### config.mk
export PLATFORM = sky130hd
export DESIGN_NAME = mux_scan_ctrl
export DESIGN_NICKNAME = d
export VERILOG_FILES = /design/src/rtl/mux_scan_ctrl.sv
export SDC_FILE = /design/constraint.sdc
export NUM_CORES = 1
export LEC_CHECK = 0
export ABC_AREA = 1
export CELL_PAD_IN_SITES_DETAIL_PLACEMENT = 0
export CELL_PAD_IN_SITES_GLOBAL_PLACEMENT = 2
export CORE_MARGIN = 1.5
export CORE_UTILIZATION = 28
export DETAILED_ROUTE_END_ITERATION = 16
export PLACE_DENSITY = 0.71
export SYNTH_ARGS = -nofsm -noshare
export SYNTH_HDL_FRONTEND = slang
export SYNTH_SLANG_ARGS = --single-unit
export TNS_END_PERCENT = 1
### constraint.sdc
create_clock -name CLK -period 1.25 [get_ports CLK]
set_clock_uncertainty 0.05 [all_clocks]
set_input_delay 0.125 -clock CLK [delete_from_list [all_inputs] [get_ports CLK]]
set_output_delay 0.125 -clock CLK [all_outputs]
set_load 0.005 [all_outputs]
### src/rtl/mux_scan_ctrl.sv
// mux_scan_ctrl: steps an external 4:1 mux through channels 0..3, holding each
// channel for DWELL cycles, samples the mux output Y once per channel and
// presents the assembled 4-bit word on a valid/ready handshake.
//
// Handshake: DATA is offered while VALID=1 and is held stable until the cycle
// in which VALID && READY are both high at a rising edge; that edge consumes
// the word and VALID drops in the following cycle. VALID never drops without
// a transfer (RST excepted).
module mux_scan_ctrl #(
  parameter int DWELL = 2,  // cycles per channel, 1..255
  parameter bit CONT  = 1'b0  // restart automatically after each accepted word
) (
  input  logic       CLK,
  input  logic       RST,
  input  logic       START,
  output logic       BUSY,
  output logic       G,
  output logic [1:0] C,
  input  logic       Y,
  output logic [3:0] DATA,
  output logic       VALID,
  input  logic       READY,
  output logic [1:0] state_dbg
);

  typedef enum logic [1:0] {
    IDLE   = 2'd0,
    SETTLE = 2'd1,
    HOLD   = 2'd2
  } state_t;

  localparam logic [7:0] RELOAD = 8'(DWELL - 1);

  state_t     state, state_n;
  logic [7:0] cnt, cnt_n;
  logic [3:0] shadow, shadow_n;
  logic [3:0] data_n;
  logic [1:0] c_n;
  logic       g_n, valid_n, busy_n;

  assign state_dbg = state;

  // State and all registered outputs; RST wins over every other input.
  always_ff @(posedge CLK) begin
    if (RST) begin
      state  <= IDLE;
      G      <= 1'b1;
      C      <= 2'd0;
      DATA   <= 4'd0;
      VALID  <= 1'b0;
      BUSY   <= 1'b0;
      cnt    <= 8'd0;
      shadow <= 4'd0;
    end else begin
      state  <= state_n;
      G      <= g_n;
      C      <= c_n;
      DATA   <= data_n;
      VALID  <= valid_n;
      BUSY   <= busy_n;
      cnt    <= cnt_n;
      shadow <= shadow_n;
    end
  end

  // Next-state and next-output logic; every register holds unless changed.
  always_comb begin
    state_n  = state;
    g_n      = G;
    c_n      = C;
    data_n   = DATA;
    valid_n  = VALID;
    cnt_n    = cnt;
    shadow_n = shadow;

    case (state)
      IDLE: begin
        g_n = 1'b1;
        c_n = 2'd0;
        if (START) begin
          state_n = SETTLE;
          g_n     = 1'b0;
          c_n     = 2'd0;
          cnt_n   = RELOAD;
        end
      end

      SETTLE: begin
        g_n = 1'b0;
        if (cnt != 8'd0) begin
          cnt_n = cnt - 8'd1;
        end else begin
          // Y reflects the registered C, so it belongs to channel C.
          shadow_n[C] = Y;
          if (C != 2'd3) begin
            c_n   = C + 2'd1;
            cnt_n = RELOAD;
          end else begin
            data_n  = shadow_n;
            valid_n = 1'b1;
            g_n     = 1'b1;
            c_n     = 2'd0;
            state_n = HOLD;
          end
        end
      end

      HOLD: begin
        g_n = 1'b1;
        if (VALID && READY) begin
          valid_n = 1'b0;
          if (CONT || START) begin
            state_n = SETTLE;
            g_n     = 1'b0;
            c_n     = 2'd0;
            cnt_n   = RELOAD;
          end else begin
            state_n = IDLE;
          end
        end
      end

      default: begin
        state_n = IDLE;
        g_n     = 1'b1;
        c_n     = 2'd0;
        valid_n = 1'b0;
      end
    endcase

    busy_n = (state_n != IDLE);
  end

endmodule
==> qor.yml, run 1 <==
outcome:
  status: "finished, violations left"
  violations: "setup timing"
logic_synthesis:
  ys.flop_type: "dfxtp_1"
  syn_area_per_cell_sq_um: 7.46
  synth-edff-count: 0
  ys_warn_count: 0
  synth-seq-cells: 22
  synthAdderAreaFrac_pct: 5.99
  yosys.cell_types.count: 24
  synthCells: 168
  synth_simple_gate_area_share_pct: 36.3
  synth_area_sq_um: 1250
  ys_seq_area_share_pct: 35.2
  synthArstFlopShare_pct: 0
  synth_compound_area_share_pct: 12.2
  synthMuxAreaShare_pct: 0
  synthXorXnorAreaFrac_pct: 0.699
  synth_fp_nets: 179
  synth_top_family_by_area: "simple AND/OR/NAND/NOR gates"
run:
  maxCapViolations: 0
timing:
  max_freq_ghz: 0.722
  period_share_pct: 111
  maxSlewViolCount: 0
  fin_crit_ps: 1380
  slew_headroom_pct: 81.5
  timing.final.hold_violations: 0
  worst_slew_pin_slew_ps: 276
  timing.hold.ws_ps: 415
  rsz0062_at_grt: "yes"
  layout_setup_ws_ps: -135
  setup_violations: 14
power:
  pwr-share-seq_pct: 26.4
  clockPowerShare_pct: 13.4
  p_leak_uw: 0.000849
  switchingPower_uw: 1690
  power_density_nw_per_um2: 2150
  vdd_drop_max_mv: 0.724
  total_power_uw: 3930
  p_comb_share_pct: 60.2
  switching_share_pct: 43.0
  p_int_uw: 2240
clocking:
  h-tree-depth: 1
  clock-root-buffer: "clkbuf_8"
  clk_pin_slew_ps: 80
  cts_buffer_depth: 2
  cts_tree: "done"
  clock_sinks: 22
  numCtsBuffers: 3
  worstSkewPairLatency_ps: 260
final_layout:
  fillers: 465
  area_growth_pct: 45.7
  diodes: 0
  design_area_sq_um: 1820
  multiInputGateArea_sq_um: 749
  drive_above_1_share_pct: 36.4
  seq_area_sq_um: 464
  nets: 226
  final_cells: 266
drt:
  drc: 0
  drt_iter0_drc: 57
  wirelength_um: 2930
  wl_per_cell_um: 11.0
  first_pass_iters: 4
  antenna_left: 0
  vias_per_cell: 4.44
  vias: 1180
worst_setup_path:
  worstPathMaxFanout: 8
  cp.required_ps: 1370
  worst_setup_path_end_kind: "flop"
  cp.arrival_ps: 1500
  timing_worst_setup_path_type: "flop to flop"
  worst_setup_path_start_kind: "flop"
  rr_worst_depth: 8
place:
  port_buffers: 15
  place_inst: 258
  hpwl_um: 2210
  gp_congestion: 0.746
  place_ws_ps: -133
  placed_area_sq_um: 1700
grt:
  met1_usage_pct: 18.8
  grt_overflow: 0
  grt_max_degree: 13
  grt.busiest_layer: "met2"
  antenna_found_initial: 0
  grt_use_met3_pct: 2.16
  grt_pass1_vias: 1136
  grtUsageMet2_pct: 20.1
  grt_pass1_wl_um: 5180
  grt_usage_pct: 13.1
min_path:
  holdPathStages: 2
  hold_class: "flop to flop"
die:
  core_area_sq_um: 4320
  die_x_um: 69.9
  num_io_pins: 16
  dieArea_sq_um: 4880
  initial_core_util_pct: 29.0
  rows: 24
  fp.dieH_um: 69.9
kinds of logic (layout without fill, tap and decap cells):
| kind of cell | Yosys count | count (layout) |
|---|---|---|
| AOI/OAI and AO/OA | 26 | 26 |
| and+or+nand+nor | 82 | 82 |
| adders and majority gates | 6 | 6 |
| buffers and inverters | 31 | 77 |
| DFF | 22 | 22 |
| xor gates and xnor gates | 1 | 1 |
timing repair:
action,in CTS,in global routing
gates cloned,0,0
hold buffers,0,0
pin swaps,5,5
gates resized for setup,22,18
setup endpoints to repair,31,22
setup buffers,1,3
synth_stat cells (2+ instances only):
master,n,area share (%)
inv_1,24,7.2
nand2_1,32,9.6
nor2_1,15,4.5
nand4_1,10,5.0
nor2_8,2,3.2
inv_2,4,1.2
nand3_2,2,1.6
o21bai_1,3,1.8
dfxtp_1,22,35
a21oi_1,13,5.2
nand2_2,4,2.0
nor2_4,3,2.7
o21ai_0,8,3.2
nand2_4,2,1.8
nand3_1,10,4.0
ha_1,6,6.0
layout make-up:
cell class                      instances  area share (%)
Multi-Input combinational cell        115            41.1
Sequential cell                        22            25.4
Timing Repair Buffer                   44            20.7
Inverter                               29            6.17
Tap cell                               52            3.57
Clock buffer                            4            3.02
worst paths after layout:
check / startpoint / slack (ps) / to
worst max-delay path: cnt[0] / -130 / C[1]
worst min-delay path: DATA[2] / 410 / DATA[2]
worst max register to register: cnt[0] / -130 / C[1]
worst min register to register: DATA[2] / 410 / DATA[2]
metrics by stage:
| stage | utilization [%] | setup TNS (ps) |
|---|---|---|
| floorplan | - | 0 |
| global placement | 39.3 | -655 |
| detailed placement | 39.3 | -893 |
| CTS | 40.8 | -863 |
| global route | 42.2 | -2450 |
| finish | 42.2 | -725 |
state kept, by name (all words and copies together) (netlist names):
| name | flops |
|---|---|
| VALID | 1 |
| DATA | 4 |
| G | 1 |
| state_dbg | 2 |
| shadow | 3 |
| BUSY | 1 |
| C | 2 |
| cnt | 8 |
routing by layer:
layer  up-vias  share of wire (%)
met3         4                2.8
met4         0                1.2
met1       528                 52
met5         -                  0
met2        18                 44
li1        630                  -
critical path: stages, from the launching register on:
cell	delay, ps
dfxtp_2	330
inv_4	70
ha_4	160
nand2_8	70
o21ai_4	280
buf_4	160
nand4_1	60
nand2_1	80
nor2_1	30
cells in the final DEF, fill, tap and decap left out, types with 4 or more instances in the layout:
cell type / n
a21oi_1: 13
buf_4: 25
clkbuf_8: 4
clkdlybuf4s50_1: 4
dfxtp_1: 9
dfxtp_2: 10
dlygate4sd2_1: 11
inv_1: 20
inv_2: 7
nand2_1: 32
nand3_1: 10
nand4_1: 10
nor2_1: 13
nor2_4: 5
o21ai_1: 6
power by group through the flow:
| stage | registers (uW) | clock network [uW] | logic [uW] |
|---|---|---|---|
| finish | 1040 | 527 | 2370 |
| floorplan | 1050 | 0 | 1450 |
| detailed placement | 1030 | 0 | 2230 |
| global placement | 1020 | 0 | 2200 |
| global route | 1060 | 579 | 2650 |
| CTS | 1010 | 561 | 2210 |
No activity file was read; power rests on OpenSTA's default activity.
==> run 2, diff against run 1 <==
--- a/config.mk
+++ b/config.mk
@@ -8,7 +8,7 @@
 export ABC_AREA = 1
 export CELL_PAD_IN_SITES_DETAIL_PLACEMENT = 0
 export CELL_PAD_IN_SITES_GLOBAL_PLACEMENT = 2
-export CORE_MARGIN = 1.5
+export CORE_MARGIN = 10
 export CORE_UTILIZATION = 28
 export DETAILED_ROUTE_END_ITERATION = 16
 export PLACE_DENSITY = 0.71
==> qor.yml, run 2 (synthesis results as in run 1) <==
die:
  rows: 24  # unchanged
  initial_core_util_pct: 28.8  # -0.20 points
  core_area_sq_um: 4350  # +0.69%
  num_io_pins: 16  # unchanged
  die_x_um: 86.9  # +24%
  fp.dieH_um: 86.9  # +24%
  dieArea_sq_um: 7550  # +55%
outcome:
  violations: "setup timing"
  status: "finished, violations left"
drt:
  first_pass_iters: 4  # unchanged
  wl_per_cell_um: 11.4  # +3.3%
  drt_iter0_drc: 35  # -39%
  antenna_left: 0  # unchanged
  vias_per_cell: 4.48  # +1.1%
  wirelength_um: 3000  # +2.2%
  drc: 0  # unchanged
  vias: 1179  # -0.085%
timing:
  rsz0062_at_grt: "yes"
  layout_setup_ws_ps: -116  # +18.8 ps
  worst_slew_pin_slew_ps: 285  # +8.13 ps
  max_freq_ghz: 0.732  # +1.4%
  setup-tns-final_ps: -853  # -128 ps
  maxSlewViolCount: 0  # unchanged
  period_share_pct: 109  # -1.5 points
  fin_crit_ps: 1370  # -18.8 ps
  timing.final.hold_violations: 0  # unchanged
  setup_violations: 13  # -1
  slew_headroom_pct: 81.0  # -0.52 points
worst_setup_path:
  critical_path.max_stage_delay_ps: 330  # about the same
  critical_path.top_delay_family: "flip-flops"
  timing_worst_setup_path_type: "flop to flop"
  critPathSlowestCell: "dfxtp_2"
  cp.arrival_ps: 1490  # about the same
  cp.required_ps: 1370  # about the same
  worstPathMaxFanout: 6  # -2
  cp.buffers_inverters: 2  # unchanged
  worst_setup_path_start_kind: "flop"
  worst_setup_path_end_kind: "flop"
  crit_path_cell_trace: "inv_4 > ha_4 > nand2_4 > o21ai_4 > buf_6 > nand4_1 > nand2_1 > nor2_1"
clocking:
  clock_sinks: 22  # unchanged
  clk_pin_slew_ps: 90  # about the same
  cts_buffer_depth: 2  # unchanged
  worstSkewPairLatency_ps: 270  # about the same
  clock-root-buffer: "clkbuf_8"
  cts_tree: "done"
  numCtsBuffers: 3  # unchanged
  h-tree-depth: 1  # unchanged
power:
  pwr-share-seq_pct: 27.0  # +0.6 points
  power_density_nw_per_um2: 2110  # -1.9%
  total_power_uw: 3810  # -3.2%
  clockPowerShare_pct: 12.2  # -1.2 points
  vdd_drop_max_mv: 0.636  # -12%
  p_leak_uw: 0.000826  # -2.6%
  switching_share_pct: 43.8  # +0.86 points
  p_int_uw: 2140  # -4.6%
  p_comb_share_pct: 60.8  # +0.6 points
  switchingPower_uw: 1670  # -1.2%
run:
  maxCapViolations: 0  # unchanged
place:
  hpwl_um: 2390  # +8.0%
  place_inst: 256  # -0.78%
  port_buffers: 15  # unchanged
  place_ws_ps: -151  # -18.6 ps
  placed_area_sq_um: 1700  # -0.15%
  gp_congestion: 0.795  # +6.6%
grt:
  antenna_found_initial: 0  # unchanged
  grt_max_degree: 13  # unchanged
  grt_pass1_wl_um: 5190  # +0.14%
  grt_usage_pct: 8.55  # -4.5 points
  grt_overflow: 0  # unchanged
  grt_pass1_vias: 1156  # +1.8%
final_layout:
  largest-register: "cnt"
  area_growth_pct: 43.9
  final_cells: 263  # -1.1%
  nets: 223  # -1.3%
  layout_commonest_cell: "nand2_1"
  layout_common_cells: "nand2_1 (31), buf_4 (23), inv_1 (19)"
  drive_above_1_share_pct: 35.5  # -0.90 points
  diodes: 0  # unchanged
  top_regs: "cnt (8), DATA (4), shadow (3)"
  largest_reg_flops: 8  # unchanged
  design_area_sq_um: 1800  # -1.2%
min_path:
  hold_class: "flop to flop"
==> run 2: power by group through the flow <==
| stage | sequential (uW) | clock, uW | combinational [uW] |
|---|---|---|---|
| global placement | 1020 | 0 | 2210 |
| CTS | 1010 | 492 | 2240 |
| detailed placement | 1030 | 0 | 2240 |
| global route | 1060 | 520 | 2600 |
| floorplan | 1050 | 0 | 1450 |
| finish | 1030 | 465 | 2310 |
==> run 2: path summary, 6_finish.rpt <==
kind,start,endpoint,slack (ps),cells past startpoint
max,cnt[0],C[0],-120,8
min,DATA[3],DATA[3],420,2
max reg2reg,cnt[0],C[0],-120,8
min reg2reg,DATA[3],DATA[3],420,2
==> run 2: worst reg2reg max path: stages, from the launching register on <==
cell and delay (ps):
dfxtp_2 330, inv_4 80, ha_4 140, nand2_4 70, o21ai_4 270, buf_6 150, nand4_1 70, nand2_1 80
nor2_1 30
==> run 2: layer usage <==
metal / GRT usage, % / wire length (um) / up-vias
met1: 10.5 / 1490 / 528
met4: 3.09 / 22 / 0
met3: 3.37 / 181 / 2
met2: 13.1 / 1300 / 22
li1: - / - / 627
met5: 0 / 0 / -
==> run 2: cell type report <==
cell class | count | area [sq um]
Fill cell | 448 | 2550
Multi-Input combinational cell | 115 | 761
Sequential cell | 22 | 458
Timing Repair Buffer | 41 | 360
Inverter | 29 | 113
Tap cell | 52 | 65.1
Clock buffer | 4 | 45.0
==> run 2: what timing repair did <==
item / in CTS / in global routing
gates cloned: 0 / 0
hold buffers: 0 / 0
endpoints found under the setup margin: 30 / 22
resized for setup: 21 / 17
pin swaps: 2 / 6
buffers inserted: 1 / 2
==> run 2: metrics by stage <==
step | util [%] | hold WS [ps]
after floorplan | - | 143
after global placement | 39.0 | 403
after detailed placement | 39.0 | 407
after CTS | 40.3 | 413
after global routing | 41.4 | 438
final | 41.4 | 416
==> run 3, diff against run 2 <==
--- a/config.mk
+++ b/config.mk
@@ -9,9 +9,10 @@
 export CELL_PAD_IN_SITES_DETAIL_PLACEMENT = 0
 export CELL_PAD_IN_SITES_GLOBAL_PLACEMENT = 2
 export CORE_MARGIN = 10
-export CORE_UTILIZATION = 28
+export CORE_UTILIZATION = 31
 export DETAILED_ROUTE_END_ITERATION = 16
-export PLACE_DENSITY = 0.71
+export MAX_ROUTING_LAYER = met4
+export PLACE_DENSITY = 0.75
 export SYNTH_ARGS = -nofsm -noshare
 export SYNTH_HDL_FRONTEND = slang
 export SYNTH_SLANG_ARGS = --single-unit
==> constraint.sdc (replaced) <==
create_clock -name CLK -period 1.3 [get_ports CLK]
set_clock_uncertainty 0.05 [all_clocks]
set_input_delay 0.13 -clock CLK [delete_from_list [all_inputs] [get_ports CLK]]
set_output_delay 0.13 -clock CLK [all_outputs]
set_load 0.005 [all_outputs]
==> qor.yml, run 3 (synthesis results as in run 1) <==
clocking:
  worstSkewPairLatency_ps: 270  # about the same
  cts_buffer_depth: 2  # unchanged
  h-tree-depth: 1  # unchanged
  cts_tree: "done"
  clk_pin_slew_ps: 90  # about the same
  numCtsBuffers: 3  # unchanged
  clock-root-buffer: "clkbuf_8"
  ctsHoldBuffers: 0  # unchanged
  clock_sinks: 22  # unchanged
grt:
  grt_max_degree: 14  # +1
  grt_usage_pct: 9.39  # +0.84 points
  grt_pass1_vias: 1252  # +8.3%
  grt_pass1_wl_um: 5470  # +5.5%
  grt_overflow: 0  # unchanged
  antenna_found_initial: 0  # unchanged
die:
  dieArea_sq_um: 6980  # -7.5%
  die_x_um: 83.6  # -3.8%
  fp.dieH_um: 83.6  # -3.8%
  core_area_sq_um: 3940  # -9.5%
  initial_core_util_pct: 31.8  # +3.0 points
  num_io_pins: 16  # unchanged
  rows: 23  # -4.2%
final_layout:
  final_util_pct: 46.3  # +4.9 points
  final_cells: 260  # -1.1%
  area_growth_pct: 45.7
  layout_common_cells: "nand2_1 (31), buf_4 (25), inv_1 (22)"
  nets: 222  # -0.45%
  drive_above_1_share_pct: 33.8  # -1.7 points
  top_regs: "cnt (8), DATA (4), shadow (3)"
  layout_commonest_cell: "nand2_1"
  fillers: 376  # -16%
  largest-register: "cnt"
  largest_reg_flops: 8  # unchanged
  diodes: 0  # unchanged
timing:
  layout_setup_ws_ps: -47.9  # +68.2 ps
  rsz0062_at_grt: "yes"
  fin_crit_ps: 1350  # -18.2 ps
  max_freq_ghz: 0.742  # +1.4%
  period_share_pct: 104  # -5.6 points
  maxSlewViolCount: 0  # unchanged
  worst_slew_pin_slew_ps: 289  # +4.08 ps
  slew_headroom_pct: 80.7  # -0.27 points
  setup_violations: 8  # -5
  timing.final.hold_violations: 0  # unchanged
  timing.hold.ws_ps: 411  # -4.83 ps
place:
  place_inst: 254  # -0.78%
  gp_congestion: 0.816  # +2.6%
  hpwl_um: 2360  # -1.1%
  port_buffers: 15  # unchanged
worst_setup_path:
  worst_setup_path_start_kind: "flop"
  r2r_start: "cnt[1]"
  r2r-end: "BUSY"
  worstPathMaxFanout: 8  # +2
  critical_path.max_stage_delay_ps: 330  # about the same
  rr_worst_depth: 9  # +1
  startpoint: "cnt[1]"
  cp.arrival_ps: 1470  # -20 ps
  critPathSlowestCell: "dfxtp_2"
  crit_path_cell_trace: "inv_2 > ha_4 > nand2_8 > o21ai_4 > nand2_2 > nand2_2 > inv_2 > nor2_2 > inv_1"
  timing_worst_setup_path_type: "flop to flop"
  r2r_slack_ps: -50  # +70 ps
  worst_setup_path_end_kind: "flop"
  cp.required_ps: 1420  # +50 ps
drt:
  antenna_left: 0  # unchanged
  wirelength_um: 3070  # +2.5%
  first_pass_iters: 4  # unchanged
  drc: 0  # unchanged
  vias: 1189  # +0.85%
  vias_per_cell: 4.57  # +2.0%
  drt_iter0_drc: 37  # +5.7%
  wl_per_cell_um: 11.8  # +3.7%
outcome:
  violations: "setup timing"
  status: "finished, violations left"
run:
  maxCapViolations: 0  # unchanged
power:
  p_comb_share_pct: 58.1  # -2.7 points
  vdd_drop_max_mv: 1.06  # +66%
  p_leak_uw: 0.000877  # +6.1%
  switching_share_pct: 41.8  # -2.0 points
  clockPowerShare_pct: 16.7  # +4.5 points
  p_int_uw: 2270  # +6.0%
  pwr-share-seq_pct: 25.1  # -1.9 points
  switchingPower_uw: 1630  # -2.3%
  power_density_nw_per_um2: 2140  # +1.1%
min_path:
  holdPathStages: 2  # unchanged
  min_to: "DATA[1]"
  hold_class: "flop to flop"
  min_from: "DATA[1]"
[run 3: cell count changes in the layout (fill, tap and decap cells not counted), sizes merged]
cell / change
dlymetal6s2s: +4
buf: -1
clkbuf: -1
bufinv: +1
dlygate4sd2: -4
[run 3: per-layer routing]
layer,up-vias,wire [um],share of wire (%),GRT usage (%)
li1,627,-,-,-
met1,540,1490,48,10.9
met2,18,1390,45,14.6
met3,4,141,4.6,2.73
met4,0,50,1.6,4.26
met5,-,0,0,-
[run 3: worst max-delay path by stage]
stage,to,slack [ps],cells after the start
after floorplan,BUSY,0.3,9
after global routing,BUSY,-150,9
after CTS,BUSY,-50,8
final,BUSY,-50,9
after detailed placement,BUSY,-80,11
after global placement,BUSY,-70,11
[run 3: layout make-up]
| class | instances | area [sq um] | share of cell area, % |
|---|---|---|---|
| multi-input combinational | 115 | 785 | 43.0 |
| sequential | 22 | 457 | 25.0 |
| timing repair buffer | 40 | 339 | 18.6 |
| inverter | 29 | 110 | 6.04 |
| tap | 50 | 62.6 | 3.43 |
| clock buffer | 3 | 41.3 | 2.26 |
| clock inverter | 1 | 30.0 | 1.65 |
[run 3: worst max-delay path: cells and delay by family, from the launching register on]
kind / cells / cell delay (ps)
buffers and inverters: 3 / 150
adders and majority gates: 1 / 160
DFF: 1 / 330
AOI/OAI and AO/OA: 1 / 270
and+or+nand+nor: 4 / 290
[run 3: repair_timing]
action                                  in CTS  in global routing
gates cloned                                 0                  0
gates resized for setup                     19                 18
setup buffers                                0                  2
pin swaps                                    3                  6
hold endpoints to repair                     0                  0
endpoints found under the setup margin      29                 25
[run 3: power groups by stage]
stage          Combinational (uW)  Sequential [uW]  Clock [uW]
3_5_place_dp                 2100              969           0
2_1_floorplan                1370              988           0
5_1_grt                      2550             1010         708
4_1_cts                      2150              964         689
3_3_place_gp                 2080              962           0
6_report                     2270              979         652
[run 3: metrics by stage]
| stage | setup WS, ps | TNS (ps) | total power [uW] | area, sq um |
|---|---|---|---|---|
| after floorplan | 0.263 | 0 | 2360 | 1270 |
| after global placement | -65.1 | -224 | 3040 | 1650 |
| after detailed placement | -82.6 | -528 | 3070 | 1650 |
| after CTS | -49.3 | -175 | 3800 | 1750 |
| after global routing | -151 | -1630 | 4260 | 1820 |
| final | -47.9 | -116 | 3900 | 1820 |
